--- src/rtl/fetch_sequencer.sv ---
// fetch_sequencer: fetch-stage FSM driving the ProgramCounter and instruction memory
module fetch_sequencer #(
   parameter int XLEN     = 32,
   parameter int MAX_WAIT = 8
) (
   input  logic            clk,
   input  logic            rst,
   input  logic [XLEN-1:0] pc_in,
   output logic            pc_en,
   output logic            pc_jmp,
   output logic [XLEN-1:0] pc_imm,
   output logic            imem_req,
   output logic [XLEN-1:0] imem_addr,
   input  logic            imem_ack,
   input  logic [XLEN-1:0] imem_rdata,
   input  logic            redirect_valid,
   input  logic [XLEN-1:0] redirect_imm,
   output logic            inst_valid,
   input  logic            inst_ready,
   output logic [XLEN-1:0] inst_data,
   output logic [XLEN-1:0] inst_pc,
   output logic            fetch_err
);
   localparam int CW = $clog2(MAX_WAIT);
   typedef enum logic [2:0] {IDLE, REQ, DRAIN, HOLD, ERR} state_t;
   state_t state, state_n;
   logic [CW-1:0] cnt;
   logic [XLEN-1:0] addr_q;
   logic busy, timeout, redir, handoff;
   assign busy      = state == REQ || state == DRAIN;
   assign timeout   = busy && !imem_ack && cnt == CW'(MAX_WAIT - 1);
   assign redir     = redirect_valid && (busy || state == HOLD);
   assign handoff   = state == HOLD && inst_ready && !redirect_valid;
   assign pc_en     = redir || handoff;
   assign pc_jmp    = redir;
   assign pc_imm    = redir ? redirect_imm : '0;
   assign imem_addr = addr_q;
   // next state: a redirect that coincides with an ack re-latches the new PC through IDLE
   always_comb begin
      state_n = state;
      case (state)
         IDLE:    state_n = REQ;
         REQ:     state_n = imem_ack ? (redirect_valid ? IDLE : HOLD) : timeout ? ERR : redirect_valid ? DRAIN : REQ;
         DRAIN:   state_n = imem_ack ? (redirect_valid ? IDLE : REQ) : timeout ? ERR : DRAIN;
         HOLD:    state_n = redirect_valid ? IDLE : inst_ready ? REQ : HOLD;
         default: state_n = ERR;
      endcase
   end
   // state, wait counter, fetch address and registered outputs
   always_ff @(posedge clk) begin
      if (rst) begin
         state      <= IDLE;
         cnt        <= '0;
         addr_q     <= '0;
         imem_req   <= 1'b0;
         inst_valid <= 1'b0;
         inst_data  <= '0;
         inst_pc    <= '0;
         fetch_err  <= 1'b0;
      end else begin
         state      <= state_n;
         cnt        <= (busy && !imem_ack && state_n != ERR) ? cnt + 1'b1 : '0;
         imem_req   <= state_n == REQ || state_n == DRAIN;
         inst_valid <= state_n == HOLD;
         fetch_err  <= state_n == ERR;
         if (state == IDLE || (state == DRAIN && imem_ack))
            addr_q <= pc_in;
         else if (handoff)
            addr_q <= pc_in + XLEN'(4);
         if (state == REQ && imem_ack && !redirect_valid) begin
            inst_data <= imem_rdata;
            inst_pc   <= addr_q;
         end
      end
   end
endmodule
--- config.mk ---
export PLATFORM = sky130hd
export DESIGN_NAME = fetch_sequencer
export DESIGN_NICKNAME = d
export VERILOG_FILES = /design/src/rtl/fetch_sequencer.sv
export SDC_FILE = /design/constraint.sdc
export NUM_CORES = 1
export LEC_CHECK = 0
export CORE_MARGIN = 2
export CORE_UTILIZATION = 40
export DETAILED_ROUTE_END_ITERATION = 7
export PLACE_DENSITY_LB_ADDON = 0.3
export SETUP_SLACK_MARGIN = 0.02
export SLEW_MARGIN = 20
export SYNTH_ARGS = -nofsm -noshare
export SYNTH_HDL_FRONTEND = slang
export SYNTH_SLANG_ARGS = --single-unit
--- constraint.sdc ---
create_clock -name clk -period 2 [get_ports clk]
set_input_delay 0.5 -clock clk [delete_from_list [all_inputs] [get_ports clk]]
set_output_delay 0.5 -clock clk [all_outputs]
set_load 0.02 [all_outputs]
# == Yosys cells after proc, flatten, opt, wreduce, memory -nomap -nowiden ==
# Cells that the tools add are included.
# word_totals
out_inout_bits,133
rom_bits,0
input_bits,101
wordCells,52
latchBits,0
n_memories,0
regBits,105
ram_bits,0
# op_classes
magnitude_cmp,0
add_sub_neg,2
div_mod_pow,0
n_bitwise,1
n_shift,0
n_mux,13
reduce_logical,19
n_eq_ne,9
mul,0
# ops
cell,count
$mux W32,3
$add A32 B3 Y32 const B,1
$eq A3 B2 Y1 const B,4
$mux W3,4
$pmux W3 S4,1
$logic_and A1 B1 Y1,9
$mux W2,4
$eq A3 B1 Y1 const B,2
$eq A3 B3 Y1 const B,2
$logic_or A1 B1 Y1,5
$add A3 B1 Y3 const B,1
$logic_not A3 Y1,1
$ne A3 B3 Y1 const B,1
$logic_not A1 Y1,2
$reduce_bool A2 Y1,1
$reduce_or A2 Y1,1
$mux W1,1
$not A1 Y1,1

# == Depth between registers and ports, before layout ==
# Gate-level depths: netlist (run 1).
# logic_depth
ltp_word,11
ltp_mapped,7
depth_no_buf,7

# == Worst setup path before layout (run 1) ==
# Ideal clock, no wire load.
# synth_path
path_type,reg-to-output
startpoint,register state[1]
endpoint,output pc_imm[22]
arrival_time_ns,1.600
stages_incl_launch_ff,6
path_buffers,2
path_slack_ns,-0.100
t_required_ns,1.500
path_cell_list,dfxtp_1 -> buf_2 -> nor2_1 -> nor3b_1 -> clkbuf_1 -> and2_1
# synth_via
elab_chain_len,5
word_cells_on_any_way,7
classes_between,eq/ne: 3; mux: 1; reduce/logical: 3
# synth_rtl
item,line_no,text
"start, declared",26,"state_t state, state_n;"
"start signal, assigned",61,state <= state_n;
$eq A3 B1 Y1 / $eq A3 B2 Y1 (equally long branches),30,assign busy = state == REQ || state == DRAIN;
$logic_or A1 B1 Y1,30,
$logic_or A1 B1 Y1 (*),32,assign redir = redirect_valid && (busy || state == HOLD);
$logic_and A1 B1 Y1 (*),32,
named net pc_jmp,10,"output logic pc_jmp,"
$mux W32 (*),36,assign pc_imm = redir ? redirect_imm : '0;
"end, declared",11,"output logic [XLEN-1:0] pc_imm,"
# Mark *: on every way through the listed nets, which the timed path passes. The rest lies on a longest branch.

# == Worst setup path in the final report (run 1) ==
# layout_path
startpoint,register state[0]
endpoint,output pc_imm[13]
# layout_via
elab_chain_len,5
word_cells_on_any_way,7
classes_between,eq/ne: 3; mux: 1; reduce/logical: 3
# layout_rtl
item,line_no
$eq A3 B1 Y1 / $eq A3 B2 Y1 (equally long branches),30
$logic_or A1 B1 Y1,30
$logic_or A1 B1 Y1 (*),32
$logic_and A1 B1 Y1 (*),32
$mux W32 (*),36
# Mark *: on every way between the ends. The rest lies on a longest branch, timed or not.

==> results of run 1 <==
==> kinds of logic (layout without fill, tap and decap cells) <==
| kind of cell | Yosys count | count (layout) | share of synthesized area (%) |
|---|---|---|---|
| mux | 5 | 5 | 1.11 |
| flops | 105 | 105 | 45.4 |
| buf+inv | 38 | 315 | 3.51 |
| fa+ha+maj | 3 | 3 | 0.811 |
| xor+xnor | 27 | 27 | 5.11 |
| simple gates | 279 | 279 | 29.3 |
| compound gates | 110 | 110 | 14.7 |
==> synth_stat cells, types with 9 or more instances <==
cell / instances / area share, %
a211oi_1: 23 / 3.7
a21oi_1: 70 / 7.6
and2_1: 39 / 5.3
buf_2: 13 / 1.4
clkbuf_1: 23 / 1.9
dfxtp_1: 105 / 45
nand2_1: 140 / 11
nand3_1: 9 / 0.97
nand4_1: 12 / 1.6
nor2_1: 41 / 3.3
xnor2_1: 13 / 2.5
xor2_1: 14 / 2.6
==> routing by layer <==
layer	wire (µm)	share of wire (%)
met1	6140	41
met2	7700	51
met3	952	6.3
met4	245	1.6
met5	0	0
==> worst max-delay path: cells and delay by family, from the launching register on <==
family	cells	cell delay [ns]
buf+inv	4	0.50
flops	1	0.36
simple gates	3	0.39
==> power breakdown <==
part           switching [mW]  internal (mW)
combinational           0.604          0.700
sequential             0.0884           2.20
clock                   0.733           1.10
total                    1.43           3.99
==> area by class of cell <==
cell class | instances | area, µm²
clock buffers | 11 | 233
repair buffers | 298 | 3030
fillers | 861 | 3190
flip-flops and latches | 105 | 2100
inverters | 1 | 3.75
multi-input cells | 424 | 2550
well taps | 143 | 179
clock inverters | 5 | 80.1
==> registers in the layout, indices dropped and copies added (netlist names) <==
name,count
imem_addr,32
fetch_err,1
cnt,3
inst_pc,32
state,3
imem_req,1
inst_valid,1
inst_data,32
==> layout by cell type (no fill, tap or decap), types with 2 or more instances in the layout <==
master and instances:
dlygate4sd2_1 4, clkdlybuf4s50_1 186, a211oi_2 6, a211oi_1 21, buf_16 2, nand2b_4 2
o21ai_0 2, buf_12 7, nor3_1 6, dfxtp_1 103, bufinv_16 2, a21oi_1 70
clkbuf_16 10, mux2i_1 4, nor2b_1 4, xor2_1 13, dlymetal6s2s_1 7, nor2_1 40
and2_1 8, buf_4 52, clkinvlp_4 2, and3_1 3, nand2b_1 2, buf_6 38
nand4_1 12, dfxtp_2 2, and2_4 31, nand2_1 139, xnor2_1 12, a21o_1 2
nand4_4 2, clkbuf_1 2, ha_1 2, nand3_1 8
==> what timing repair did <==
action / CTS / global route
pin swaps: 17 / 13
buffers inserted: 4 / 3
hold buffers: 0 / 0
resized for setup: 250 / 27
gates cloned: 3 / 1
endpoints found under the setup margin: 47 / 56
==> stage by stage <==
step | instance area (µm²) | power [mW] | setup WS [ns] | setup TNS [ns] | hold WS, ns
floorplan | 4640 | 2.81 | 0.150 | 0 | 0.398
global placement | 7470 | 3.47 | -0.639 | -42.27 | 0.408
detailed placement | 7470 | 3.49 | -0.717 | -46.33 | 0.445
CTS | 8070 | 5.43 | -0.0449 | -1.02 | 0.454
global route | 8180 | 5.65 | -0.142 | -3.38 | 0.472
finish | 8180 | 5.42 | -0.0685 | -1.09 | 0.451
==> final timing paths <==
path | cells after the start | endpoint | slack [ns]
hold reg to reg | 2 | inst_data[20] | 0.45
hold / removal | 2 | inst_data[20] | 0.45
setup reg to reg | 8 | imem_addr[17] | 0.14
setup / recovery | 7 | pc_imm[13] | -0.07
==> impl_metrics.tcl, run 1 <==
set metrics [dict create \
    required_ns 1.50 \
    startpoint "state[0]" \
    dr.pass1.iters 4 \
    dieHeight_um 112 \
    vias 4939 \
    power.leakage_nw 3.13 \
    grtUsageTotal_pct 22.9 \
    min_period_over_period_pct 103 \
    routed_via_density 5.00 \
    rows 39 \
    syn-cell-area_um2 4630 \
    violations "negative setup slack" \
    power_density_nw_per_um2 662 \
    grt-ovfl-total 0 \
    layout.nets 943 \
    grt_pass1_wl_um 23300 \
    postRouteAntennaNets 0 \
    critPathSlowestCell "dfxtp_2" \
    ir_drop_mv 0.429 \
    cpMostUsedCell "buf_6" \
    yosysWarningCount 0 \
    fmax_mhz 483 \
    final_hold_viol_count 0 \
    skew_ns 0.00505 \
    setup_viol 25 \
    worstPathArrival_ns 1.57 \
    clkSlewWorstSetupHoldPaths_ns 0.07 \
    ys_seq_area_share_pct 45.4 \
    cts_tree "built" \
    synth_seq_cells 105 \
    grt_util_met2_pct 41.7 \
    fp.dieW_um 112 \
    yosysUniqueCellTypes 49 \
    dieArea_um2 12500 \
    clk_latency_ns 0.33 \
    wl_um 15000 \
    cts_buffer_depth 2 \
    cts-root-buf "clkbuf_16" \
    syn2layout_area_growth_pct 76.8 \
    hold_path_class "register to register" \
    rr_startpoint "state[2]" \
    fin_util_pct 72.0 \
    slew_violations 0 \
    gp_routability_congestion 0.848 \
    drc 0 \
    antenna_found_initial 0 \
    crit_chain "nor2_4 > nor3b_4 > buf_6 > buf_12 > buf_16 > and2_1 > buf_6" \
    grt_setup_unrepaired "yes" \
    drive_gt1_share_pct 21.3 \
    hp-start "inst_data[20]" \
    outcome "finished, violations left" \
    grt_max_degree 65 \
    crit_path_max_fanout 9 \
    core_area_um2 11400 \
    syn_area_per_cell_um2 8.16 \
    synthCells 567 \
    critPathMaxStageDelay_ns 0.36 \
    ios 234 \
    diodes 0 \
    io_buffers 233 \
    ys.flop_type "dfxtp_1" \
    grt_pass1_vias 4784 \
    cap_violations 0 \
    start_util_pct 40.7 \
    fin_crit_ns 2.07 \
    use_met3_pct 3.76 \
    clock_sinks 105 \
    busiest_layer "met2" \
    fin_cells 987 \
    slew_headroom_pct 63.0 \
    worst_pin_slew_ns 0.547 \
    dpl.cell_count 962 \
    synth_nets 671 \
    dp.final_hpwl_um 10800 \
    h-tree-depth 3 \
    drtIter0Drc 302 \
    worstSetupPathType "register to output port" \
    synth-edff-count 0 \
    worstSetupEndpointType "output port" \
    startpoint_type "register" \
    synthArstFlopShare_pct 0 \
    routedWlPerCell_um 15.2 \
    cts_buffers 9 \
    grt_use_met1_pct 27.6 \
    setup_slack_ns -0.0685 \
]
Note: power is estimated with default switching activity, not from simulation.
==> inputs of run 2 (changes only) <==
Settings changed: CAP_MARGIN set to 0.
==> results of run 2 <==
The final DEF is identical to that of run 1; final timing and power are the same.
